===== config.mk =====
export PLATFORM = sky130hd
export DESIGN_NAME = renkon_linebuf_ctrl
export DESIGN_NICKNAME = d
export VERILOG_FILES = /design/src/rtl/renkon_linebuf_ctrl.sv
export SDC_FILE = /design/constraint.sdc
export NUM_CORES = 1
export LEC_CHECK = 0
export BUFFER_PORTS_ARGS = -buffer_cell sky130_fd_sc_hd__buf_2
export CORE_UTILIZATION = 40
export DETAILED_ROUTE_END_ITERATION = 16
export HOLD_SLACK_MARGIN = 0.1
export PLACE_DENSITY_LB_ADDON = 0.15
export SLEW_MARGIN = 0
export SYNTH_ARGS = -nofsm -noshare
export SYNTH_HDL_FRONTEND = slang
export SYNTH_SLANG_ARGS = --single-unit
export TNS_END_PERCENT = 10

===== constraint.sdc =====
create_clock -name clk -period 4.4 [get_ports clk]
set_clock_uncertainty 0.05 [all_clocks]
set_input_delay 0.66 -clock clk [delete_from_list [all_inputs] [get_ports clk]]
set_output_delay 0.66 -clock clk [all_outputs]
set_load 0.01 [all_outputs]

===== src/rtl/renkon_linebuf_ctrl.sv =====
// Line-buffer sequencer: streams raster-order image addresses and emits a
// window-valid strobe aligned to the line-buffer pipeline latency.
module renkon_linebuf_ctrl #(
    parameter int LWIDTH = 10,
    parameter int ADDR_W = 12,
    parameter int LAT    = 4
) (
    input  logic              clk,
    input  logic              xrst,
    input  logic              req,
    input  logic [LWIDTH-1:0] img_size,
    input  logic [LWIDTH-1:0] fil_size,
    input  logic [ADDR_W-1:0] in_base,
    output logic              ack,
    output logic              busy,
    output logic              buf_en,
    output logic [ADDR_W-1:0] img_addr,
    output logic              win_valid,
    output logic              win_last
);

    localparam int DW = (LAT > 1) ? $clog2(LAT) : 1;
    localparam logic [DW-1:0] DRAIN_LAST = DW'(LAT - 1);

    typedef enum logic [2:0] {
        S_IDLE,
        S_START,
        S_FEED,
        S_DRAIN,
        S_DONE
    } state_t;

    state_t            state_q, state_d;
    logic [LWIDTH-1:0] img_q, img_d;
    logic [LWIDTH-1:0] fil_q, fil_d;
    logic [ADDR_W-1:0] base_q, base_d;
    logic [LWIDTH-1:0] row_q, row_d;
    logic [LWIDTH-1:0] col_q, col_d;
    logic [ADDR_W-1:0] addr_q, addr_d;
    logic [DW-1:0]     drain_q, drain_d;
    logic [LAT-1:0]    tap_pipe_q, tap_pipe_d;
    logic [LAT-1:0]    last_pipe_q, last_pipe_d;

    logic [LWIDTH-1:0] img_last;
    logic [LWIDTH-1:0] fil_m1;
    logic              pix_last;
    logic              tap_d;
    logic              last_tap_d;

    assign img_last = img_q - LWIDTH'(1);
    assign fil_m1   = fil_q - LWIDTH'(1);
    assign pix_last = (row_q == img_last) && (col_q == img_last);

    // fil_m1 wraps when fil_q is zero; the fil_q != 0 term masks that case.
    assign tap_d = (state_q == S_FEED) && (fil_q != '0) && (fil_q <= img_q) &&
                   (row_q >= fil_m1) && (col_q >= fil_m1);
    assign last_tap_d = tap_d && pix_last;

    assign tap_pipe_d[0]  = tap_d;
    assign last_pipe_d[0] = last_tap_d;
    for (genvar gi = 1; gi < LAT; gi++) begin : g_pipe
        assign tap_pipe_d[gi]  = tap_pipe_q[gi-1];
        assign last_pipe_d[gi] = last_pipe_q[gi-1];
    end

    always_comb begin
        state_d = state_q;
        img_d   = img_q;
        fil_d   = fil_q;
        base_d  = base_q;
        row_d   = row_q;
        col_d   = col_q;
        addr_d  = addr_q;
        drain_d = drain_q;
        case (state_q)
            S_IDLE: begin
                if (req) begin
                    img_d   = img_size;
                    fil_d   = fil_size;
                    base_d  = in_base;
                    state_d = (img_size == '0) ? S_DONE : S_START;
                end
            end
            S_START: begin
                row_d   = '0;
                col_d   = '0;
                addr_d  = base_q;
                state_d = S_FEED;
            end
            S_FEED: begin
                if (pix_last) begin
                    drain_d = '0;
                    state_d = S_DRAIN;
                end else begin
                    addr_d = addr_q + ADDR_W'(1);
                    if (col_q == img_last) begin
                        col_d = '0;
                        row_d = row_q + LWIDTH'(1);
                    end else begin
                        col_d = col_q + LWIDTH'(1);
                    end
                end
            end
            S_DRAIN: begin
                if (drain_q == DRAIN_LAST) begin
                    state_d = S_DONE;
                end else begin
                    drain_d = drain_q + DW'(1);
                end
            end
            S_DONE: begin
                if (!req) begin
                    state_d = S_IDLE;
                end
            end
            default: state_d = S_IDLE;
        endcase
    end

    always_ff @(posedge clk or negedge xrst) begin
        if (!xrst) begin
            state_q     <= S_IDLE;
            img_q       <= '0;
            fil_q       <= '0;
            base_q      <= '0;
            row_q       <= '0;
            col_q       <= '0;
            addr_q      <= '0;
            drain_q     <= '0;
            tap_pipe_q  <= '0;
            last_pipe_q <= '0;
        end else begin
            state_q     <= state_d;
            img_q       <= img_d;
            fil_q       <= fil_d;
            base_q      <= base_d;
            row_q       <= row_d;
            col_q       <= col_d;
            addr_q      <= addr_d;
            drain_q     <= drain_d;
            tap_pipe_q  <= tap_pipe_d;
            last_pipe_q <= last_pipe_d;
        end
    end

    assign ack       = (state_q == S_DONE);
    assign busy      = (state_q != S_IDLE);
    assign buf_en    = (state_q == S_START);
    assign img_addr  = addr_q;
    assign win_valid = tap_pipe_q[LAT-1];
    assign win_last  = last_pipe_q[LAT-1];

endmodule


==> results.toml, run 1 <==
[pwr]
p_clk_frac = 0.185
ir_drop_uv = 342
p_sw_frac = 0.443
leakagePower_nw = 2.42
powerDensity_nw_per_um2 = 735
power_switching_mw = 1.85
pwr-share-seq = 0.320
comb_power_share = 0.495
p_int_mw = 2.33

[routing]
wl_um = 13100
drc = 0
num_vias = 4325
dr.pass1.iters = 5
first_iter_violations = 280
wl_per_cell_um = 17.2
drtAntennaViolNets = 0
avgViaCountPerCell = 5.68

[floorplanning]
die_h_um = 114
pin_count = 52
die_area_um2 = 13000
core_um2 = 12100
die_w_um = 114
start_util = 0.415
row_count = 40

[clock_network]
post_cts.repair.setup_buffers = 0
ctsResizeCount = 0
cts_tree = "yes"
root_buffer = "clkbuf_16"
cts.sink_count = 77
clk_path_buf_depth = 2
cts_made_buffers = 9
clk_pin_slew_ps = 60
cts-hold-fix-buffers = 0
htree_levels = 3
worstSkewPairLatency_ps = 340

[logic_synthesis]
synth.distinct_cells = 58
synth_top_area_frac = 0.384
async_flop_share = 1.00
syn_area_per_cell_um2 = 9.10
synth_seq_area_share = 0.384
ys_seq_elements = 77
syn-num-nets = 617
synth_warnings = 0
synth_area_leaders = "dfrtp_1 (38%), ha_1 (7.5%), a21oi_1 (5.4%)"
yosysTopAreaCell = "dfrtp_1"
syn_area_um2 = 5020
synth_edf_count = 0
syn_inst = 552
synthFlopType = "dfrtp_1"

[global_routing]
grt_util_all_layers = 0.215
grt.overflow.total = 0
grt_pass1_wl_um = 21500
grt_pass1_vias = 4138
grt_max_degree = 45
antenna_found_initial = 0

[timing]
hold_viol_final = 0
period_minus_slack_ps = 3810
finalCritPeriodShare = 0.865
setup-violations-final = 0
max_freq_mhz = 263
slew_headroom = 0.358
grt_setup_unrepaired = "false"
tightest_slew_ps = 961
fin_setup_tns_ps = 0
maxSlewViolCount = 0

[hold_path]
hold_path_class = "input pin to asynchronous set/reset pin"

[worst_setup_path]
crit-reg2reg-launch = "img_q[0]"
crit_type = "register to register"
rr_endpoint = "img_addr[7]"
cp-end-kind = "register"
crit_path_max_fanout = 23
r2r_slack_ps = 590
crit_arrival_ps = 3950
required_ps = 4540
start_kind = "register"
r2r_cells = 10

[cells_and_area]
nets = 654
diodes = 0
syn_to_final_growth_pct = 13.4
layout-drive-gt1-share = 0.179
post-route-util = 0.470

[status]
status = "complete, no violations"

[placement]
portBuffers = 51
place.gp.congestion = 0.953
place.detailed.hpwl_um = 9760

[job]
maxCapViolCount = 0
## final cells by class
type / count / area [um^2]
clock inverter: 4 / 55.1
multi-input combinational: 418 / 2860
timing repair buffer: 54 / 280
inverter: 29 / 109
tap: 168 / 210
fill: 1204 / 6420
clock buffer: 11 / 253
sequential: 77 / 1930
## metrics by stage
step | cells | total power [mW] | worst slack [ps] | area (um^2) | hold WS, ps
global route | 761 | 4.53 | 379 | 5700 | 295
detailed placement | 746 | 3.40 | 657 | 5390 | 287
finish | 761 | 4.19 | 594 | 5700 | 248
global placement | 746 | 3.34 | 717 | 5390 | 287
floorplan | 552 | 2.85 | 1010 | 5020 | 281
CTS | 761 | 4.19 | 637 | 5700 | 269
## synthesized netlist by cell type, drive strengths merged, types with 3 or more instances
library cell	n
clkbuf	21
a21o	5
ha	30
or4	9
nor4	8
and3	4
nor3b	3
nor2	25
nor3	9
or2	5
dfrtp	77
a221oi	3
nand3	16
nand4	12
xnor2	14
or3	17
o31ai	7
o22ai	7
a21oi	54
and2	3
nor2b	5
o21ai	45
o21a	6
o211ai	4
nand2b	7
xor2	14
inv	29
mux2	21
a31oi	5
nand2	51
buf	7
a2111oi	4
## power groups by stage
| stage | clock, mW | sequential, mW | combinational, mW |
|---|---|---|---|
| 2_1_floorplan | 0 | 1.20 | 1.66 |
| 3_3_place_gp | 0 | 1.34 | 2.01 |
| 3_5_place_dp | 0 | 1.35 | 2.05 |
| 4_1_cts | 0.792 | 1.34 | 2.06 |
| 5_1_grt | 0.814 | 1.39 | 2.33 |
| 6_report | 0.774 | 1.34 | 2.07 |
## worst max-delay path, cell delays in order, from the launching register on
cell and delay (ps):
dfrtp_1 470, inv_1 110, ha_1 260, or4b_4 540, or4_4 550, a2111oi_4 410
o211ai_1 170, nand4bb_1 300, a21o_1 490, a21oi_1 250, a21oi_1 50
## cells by family after synthesis
group / after synthesis / synth area share
AOI/OAI and AO/OA: 156 / 0.196
and+or+nand+nor: 178 / 0.187
DFF: 77 / 0.384
buffers and inverters: 57 / 0.0486
xor gates and xnor gates: 30 / 0.0578
adders and majority gates: 31 / 0.0767
muxes: 23 / 0.0511
## worst max path at each step
| stage | startpoint | endpoint | slack, ps | depth (start not counted) |
|---|---|---|---|---|
| final | img_q[0] | img_addr[7] | 590 | 10 |
| after floorplan | img_q[0] | row_q[6] | 1010 | 12 |
| after CTS | img_q[0] | img_addr[5] | 640 | 10 |
| after detailed placement | img_q[0] | img_addr[10] | 660 | 10 |
| after global placement | img_q[0] | img_addr[5] | 720 | 10 |
| after global routing | img_q[0] | img_addr[5] | 380 | 10 |
## metal layers
layer / part of all wire / track usage / vias up
li1: - / - / 2090
met1: 0.48 / 0.298 / 2094
met2: 0.46 / 0.337 / 122
met3: 0.043 / 0.0286 / 19
met4: 0.023 / 0.0926 / 0
met5: 0 / 0 / -
## placed cells by master (no fill, tap or decap), types with 3 or more instances in the layout
| cell type | synthesis | layout |
|---|---|---|
| xnor2_1 | 14 | 14 |
| o21a_1 | 6 | 6 |
| a31oi_1 | 5 | 5 |
| a21oi_1 | 54 | 54 |
| o22ai_1 | 7 | 7 |
| nand4_1 | 12 | 12 |
| or4_4 | 3 | 3 |
| mux2_2 | 21 | 21 |
| a21o_1 | 5 | 5 |
| o31ai_1 | 7 | 7 |
| or4_1 | 6 | 6 |
| a221oi_1 | 3 | 3 |
| nand2_1 | 51 | 51 |
| nor2_1 | 24 | 22 |
| or2_2 | 5 | 5 |
| buf_2 | 3 | 50 |
| nand2b_1 | 7 | 7 |
| o211ai_1 | 4 | 4 |
| o21ai_0 | 44 | 44 |
| ha_1 | 30 | 30 |
| nor2b_1 | 5 | 5 |
| nor3b_1 | 3 | 3 |
| a2111oi_0 | 3 | 3 |
| nor3_1 | 9 | 9 |
| or3_1 | 17 | 17 |
| inv_1 | 29 | 29 |
| and3_1 | 4 | 4 |
| nor4_1 | 8 | 8 |
| clkbuf_16 | 0 | 9 |
| and2_1 | 3 | 3 |
| nand3_1 | 16 | 16 |
| dfrtp_1 | 77 | 77 |
| buf_4 | 1 | 4 |
| xor2_1 | 14 | 14 |
## state kept, by name (all words and copies together) (netlist names)
signal	cells
base_q	12
col_q	10
drain_q	2
fil_q	10
img_addr	12
img_q	10
last_pipe_q	4
row_q	10
state_q	3
tap_pipe_q	4
No activity file was read; power rests on OpenSTA's default activity.
==> inputs of run 2 (changes only) <==
--- a/config.mk
+++ b/config.mk
@@ -5,6 +5,7 @@
 export SDC_FILE = /design/constraint.sdc
 export NUM_CORES = 1
 export LEC_CHECK = 0
+export ABC_AREA = 1
 export BUFFER_PORTS_ARGS = -buffer_cell sky130_fd_sc_hd__buf_2
 export CORE_UTILIZATION = 40
 export DETAILED_ROUTE_END_ITERATION = 16
==> run 2 against run 1 <==
Global-route usage grew 1.8 points; sequential power decreased by 9%; worst setup slack gained 720 ps; die area rose by 3.0%; count of clock-buffer cells in the layout unchanged; critical path type unchanged.
==> results.toml, run 2 <==
[status]
status = "complete, no violations"

[timing]
grt_setup_unrepaired = "false"
maxSlewViolCount = 0
finalCritPeriodShare = 0.701
period_minus_slack_ps = 3080
tightest_slew_ps = 1020
hold_viol_final = 0
fin_setup_tns_ps = 0
max_freq_mhz = 324
setup-violations-final = 0
slew_headroom = 0.318

[logic_synthesis]
synthFlopType = "dfrtp_1"
synth_fa_ha_area_frac = 0.0725
synth.mux.area_fraction = 0.0239
synth_compound_area_frac = 0.0783
ys_top_cells_by_count = "nand2_1 (183), nand3_1 (81), dfrtp_1 (77), nor2_1 (75), inv_1 (62)"
async_flop_share = 1.00
synthXorXnorAreaFrac = 0.0467
yosysTopAreaCell = "dfrtp_1"
syn_area_per_cell_um2 = 7.39
synth_seq_area_share = 0.372
syn_inst = 700
synth_top_family_by_area = "simple AND/OR/NAND/NOR gates"
synth.most_common_cell = "nand2_1"
synth_top_area_frac = 0.372
synth.distinct_cells = 37
synth_edf_count = 0
synth_area_leaders = "dfrtp_1 (37%), nand2_1 (13%), nand3_1 (7.8%)"
syn_area_um2 = 5180
synth_simple_gate_area_frac = 0.338
syn-num-nets = 765
synth_warnings = 0
ys_seq_elements = 77

[hold_path]
hold_end = "tap_pipe_q[2]"
hold_path_class = "register to register"
min_from = "tap_pipe_q[1]"
hold-path-cell-count = 0

[worst_setup_path]
r2r_cells = 13
required_ps = 4580
cp-end-kind = "register"
rr_endpoint = "row_q[5]"
r2r_slack_ps = 1320
start_kind = "register"
crit_type = "register to register"
crit-reg2reg-launch = "img_q[0]"
crit_arrival_ps = 3260
crit_path_max_fanout = 11

[routing]
avgViaCountPerCell = 5.14
drtAntennaViolNets = 0
wl_per_cell_um = 15.4
drc = 0
num_vias = 4753
dr.pass1.iters = 5
first_iter_violations = 276
wl_um = 14200

[cells_and_area]
nets = 812
syn_to_final_growth_pct = 13.0
diodes = 0
layout-drive-gt1-share = 0.140
final_common_cell = "nand2_1"
final_cell_mix = "nand2_1 (182), nand3_1 (81), dfrtp_1 (77)"
post-route-cell-area_um2 = 5850

[clock_network]
htree_levels = 3
worstSkewPairLatency_ps = 350
cts.sink_count = 77
cts-hold-fix-buffers = 0
cts_tree = "yes"
cts_made_buffers = 9
clk_path_buf_depth = 2
clk_pin_slew_ps = 60
ctsResizeCount = 0
post_cts.repair.setup_buffers = 0
root_buffer = "clkbuf_16"

[pwr]
ir_drop_uv = 476
powerDensity_nw_per_um2 = 653
leakagePower_nw = 2.87

[job]
maxCapViolCount = 0

[global_routing]
antenna_found_initial = 0
grt.overflow.total = 0
grt_pass1_wl_um = 23500
grt_util_all_layers = 0.233
grt_max_degree = 78
grt_pass1_vias = 4424

[floorplanning]
die_w_um = 116
start_util = 0.410
row_count = 41
core_um2 = 12600
die_h_um = 116
pin_count = 52
die_area_um2 = 13400

[placement]
place.gp.congestion = 0.866
portBuffers = 51
place.detailed.hpwl_um = 10800
place_area_um2 = 5570
## run 2: cell count changes after synthesis, sizes merged, moves of 8 or more
cell,previous run,this run
a21oi,54,30
or4,9,0
o21ai,45,35
xor2,14,22
mux2,21,11
xnor2,14,3
nor2,25,81
nand2,51,191
inv,29,69
clkbuf,21,12
nand3,16,81
or3,17,0
## run 2: cell type report
class / instances / area, um^2
fillers: 1320 / 6770
inverters: 70 / 263
well taps: 172 / 215
flip-flops and latches: 77 / 1930
multi-input cells: 537 / 2900
clock buffers: 11 / 243
clock inverters: 5 / 35.0
repair buffers: 52 / 265
## run 2: worst max-delay path by stage
stage               slack (ps)          end  startpoint
floorplan                 2250  img_addr[2]    img_q[0]
global placement          1500     row_q[2]    img_q[1]
detailed placement        1410     row_q[5]    img_q[0]
CTS                       1390     row_q[5]    img_q[0]
global route              1110     row_q[9]    img_q[0]
finish                    1320     row_q[5]    img_q[0]
## run 2: kinds of logic after synthesis
family,count (synthesis)
DFF,77
buffers and inverters,86
AOI/OAI and AO/OA,74
and+or+nand+nor,396
adders and majority gates,30
muxes,11
xor gates and xnor gates,26
## run 2: layer usage
metal,track usage,vias to the layer above,share of wire
met1,0.337,2227,0.50
li1,-,2397,-
met4,0.0786,0,0.018
met2,0.350,113,0.44
met3,0.0413,16,0.045
met5,0,-,0
## run 2: report_power, final
group	switching (mW)	internal, mW
clock	0.308	0.399
sequential	0.276	0.945
combinational	1.24	0.649
## run 2: per-stage QoR
| stage | cells | power (mW) | hold WS, ps | setup WS, ps | utilization |
|---|---|---|---|---|---|
| floorplan | 700 | 2.58 | 281 | 2250 | - |
| global placement | 908 | 3.06 | 285 | 1500 | 0.441 |
| detailed placement | 908 | 3.12 | 285 | 1410 | 0.441 |
| CTS | 924 | 3.84 | 298 | 1390 | 0.463 |
| global route | 924 | 4.19 | 306 | 1110 | 0.463 |
| finish | 924 | 3.82 | 297 | 1320 | 0.463 |
## run 2: critical path, cell delays in order, from the launching register on
cell     delay, ps
dfrtp_1        430
inv_2          150
ha_1           250
nand2_2        110
o21ai_0        440
nand2_1         90
nand2_1        120
nand3_1         80
nor2_1         110
nand3_1        180
o21ai_2        500
nand2_2        260
nand2_1        130
nand2_1         60
==> inputs of run 3 (changes only) <==
==> constraint.sdc (replaced) <==
create_clock -name clk -period 2.9 [get_ports clk]
set_clock_uncertainty 0.05 [all_clocks]
set_input_delay 0.435 -clock clk [delete_from_list [all_inputs] [get_ports clk]]
set_output_delay 0.435 -clock clk [all_outputs]
set_load 0.01 [all_outputs]
==> run 3 against run 2 <==
Non-clock buffer count is 6 higher; sequential power is 52% higher; sequential share of layout area is 0.45 points lower; core utilization increased by 0.63 points; routed wire length grew 1.4%; first-iteration DRC count is 21% higher; die area is the same; maximum frequency rose by 19%; final cell count increased by 0.65%; count of clock-buffer cells in the layout shrank 2; combinational power up 54%.
==> results.toml, run 3 (synthesized netlist as in run 2, its figures left out) <==
[status]
status = "complete, no violations"

[timing]
slew_headroom = 0.342
period_minus_slack_ps = 2590
fin_setup_tns_ps = 0
tightest_slew_ps = 984
max_freq_mhz = 386
setup_ws_ps = 311
grt_setup_unrepaired = "false"
finalCritPeriodShare = 0.893
maxSlewViolCount = 0
setup-violations-final = 0
hold_viol_final = 0

[worst_setup_path]
crit_path_max_fanout = 22
slowest_delay_ps = 430
r2r_cells = 14
crit_arrival_ps = 2800
required_ps = 3110
crit_type = "register to register"
worst-path-stages = 14
crit-reg2reg-launch = "img_q[0]"
start_kind = "register"
critPathBufInv = 2
cp-end-kind = "register"
crit_slowest_cell = "dfrtp_1"
r2r_slack_ps = 310
crit_family = "simple AND/OR/NAND/NOR gates"
path_cells = "inv_2, ha_1, nand2_2, nor2_2, nand4_1, nand3_1, nand2_1, nor2_4, inv_2, nor2_4, nand2_2, nand2_8, nand2_4, o21ai_0"
rr_endpoint = "col_q[2]"

[hold_path]
hold_path_class = "input pin to register"
hold_end = "base_q[6]"
hold-path-cell-count = 2
min_from = "in_base[6]"

[clock_network]
clk_path_buf_depth = 2
worstSkewPairLatency_ps = 340
root_buffer = "clkbuf_16"
cts_tree = "yes"
htree_levels = 3
cts_made_buffers = 9
post_cts.repair.setup_buffers = 0
clk_pin_slew_ps = 60
cts.sink_count = 77

[cells_and_area]
diodes = 0
nets = 818
post-route-util = 0.470
syn_to_final_growth_pct = 14.5
final_cell_mix = "nand2_1 (182), nand3_1 (81), dfrtp_1 (77)"
final_common_cell = "nand2_1"
layout-drive-gt1-share = 0.149

[global_routing]
grt_pass1_wl_um = 23700
grt_max_degree = 54
grt_pass1_vias = 4480
antenna_found_initial = 0
grt.overflow.total = 0
grt_util_all_layers = 0.235

[routing]
drc = 0
dr.pass1.iters = 5
wl_per_cell_um = 15.5
first_iter_violations = 334
num_vias = 4781
avgViaCountPerCell = 5.14
drtAntennaViolNets = 0
wl_um = 14400

[pwr]
p_int_mw = 3.13
ir_drop_uv = 817
p_sw_frac = 0.471
p_clk_frac = 0.192
comb_power_share = 0.494
power_switching_mw = 2.79
leakagePower_nw = 2.92
powerDensity_nw_per_um2 = 998
pwr-share-seq = 0.314

[placement]
place.gp.congestion = 0.890
pre_cts_ws_ps = 258
portBuffers = 51
place.detailed.hpwl_um = 11300

[job]
maxCapViolCount = 0

[floorplanning]
pin_count = 52
start_util = 0.410
row_count = 41
die_h_um = 116
core_um2 = 12600
die_w_um = 116
die_area_um2 = 13400
==> run 3: cell count changes in the layout (fill, tap and decap cells not counted), sizes merged <==
cell / previous run / this run
inv: 70 / 71
dlygate4sd3: 0 / 1
bufinv: 0 / 1
clkinv: 4 / 5
clkbuf: 11 / 9
buf: 52 / 57
clkinvlp: 1 / 0
==> run 3: worst reg2reg max path: stages (launching register included) <==
cell     delay (ps)
dfrtp_1         430
inv_2           140
ha_1            240
nand2_2         120
nor2_2          150
nand4_1         190
nand3_1         150
nand2_1         100
nor2_4          120
inv_2            50
nor2_4          140
nand2_2         100
nand2_8         150
nand2_4         180
o21ai_0         200
==> run 3: worst max-delay path by stage <==
stage / startpoint / to / slack (ps)
floorplan: img_q[0] / img_addr[2] / 750
global placement: img_q[0] / col_q[8] / 360
detailed placement: img_q[0] / col_q[9] / 260
CTS: img_q[0] / col_q[2] / 270
global route: img_q[0] / col_q[4] / 20
finish: img_q[0] / col_q[2] / 310
==> run 3: cell type report <==
class | count | area [um^2]
sequential | 77 | 1930
clock buffer | 9 | 225
tap | 172 | 215
multi-input combinational | 537 | 2910
fill | 1288 | 6690
timing repair buffer | 58 | 313
clock inverter | 7 | 71.3
inverter | 70 | 263
==> run 3: repair_timing <==
action / 4_1_cts / 5_1_grt
gates resized for setup: 0 / 4
setup endpoints to repair: 0 / 19
hold endpoints to repair: 33 / 0
hold buffers: 1 / 0
==> run 3: metal layers <==
metal  global-route usage  routed length, um
met1                0.337               7190
met2                0.364               6420
met3               0.0523                705
met4               0.0513                111
met5                    0                  0
==> run 3: per-stage QoR <==
step	hold slack [ps]	total power, mW	area (um^2)	std cells
2_1_floorplan	89.4	3.92	5180	700
5_1_grt	257	6.49	5930	930
3_3_place_gp	287	4.70	5610	913
4_1_cts	258	5.93	5910	930
3_5_place_dp	285	4.77	5610	913
6_report	271	5.92	5930	930
==> run 3: power groups by stage <==
| stage | logic [mW] | registers, mW | clock network, mW |
|---|---|---|---|
| 2_1_floorplan | 2.16 | 1.77 | 0 |
| 3_3_place_gp | 2.84 | 1.86 | 0 |
| 3_5_place_dp | 2.90 | 1.87 | 0 |
| 4_1_cts | 2.91 | 1.86 | 1.16 |
| 5_1_grt | 3.36 | 1.92 | 1.21 |
| 6_report | 2.92 | 1.86 | 1.13 |
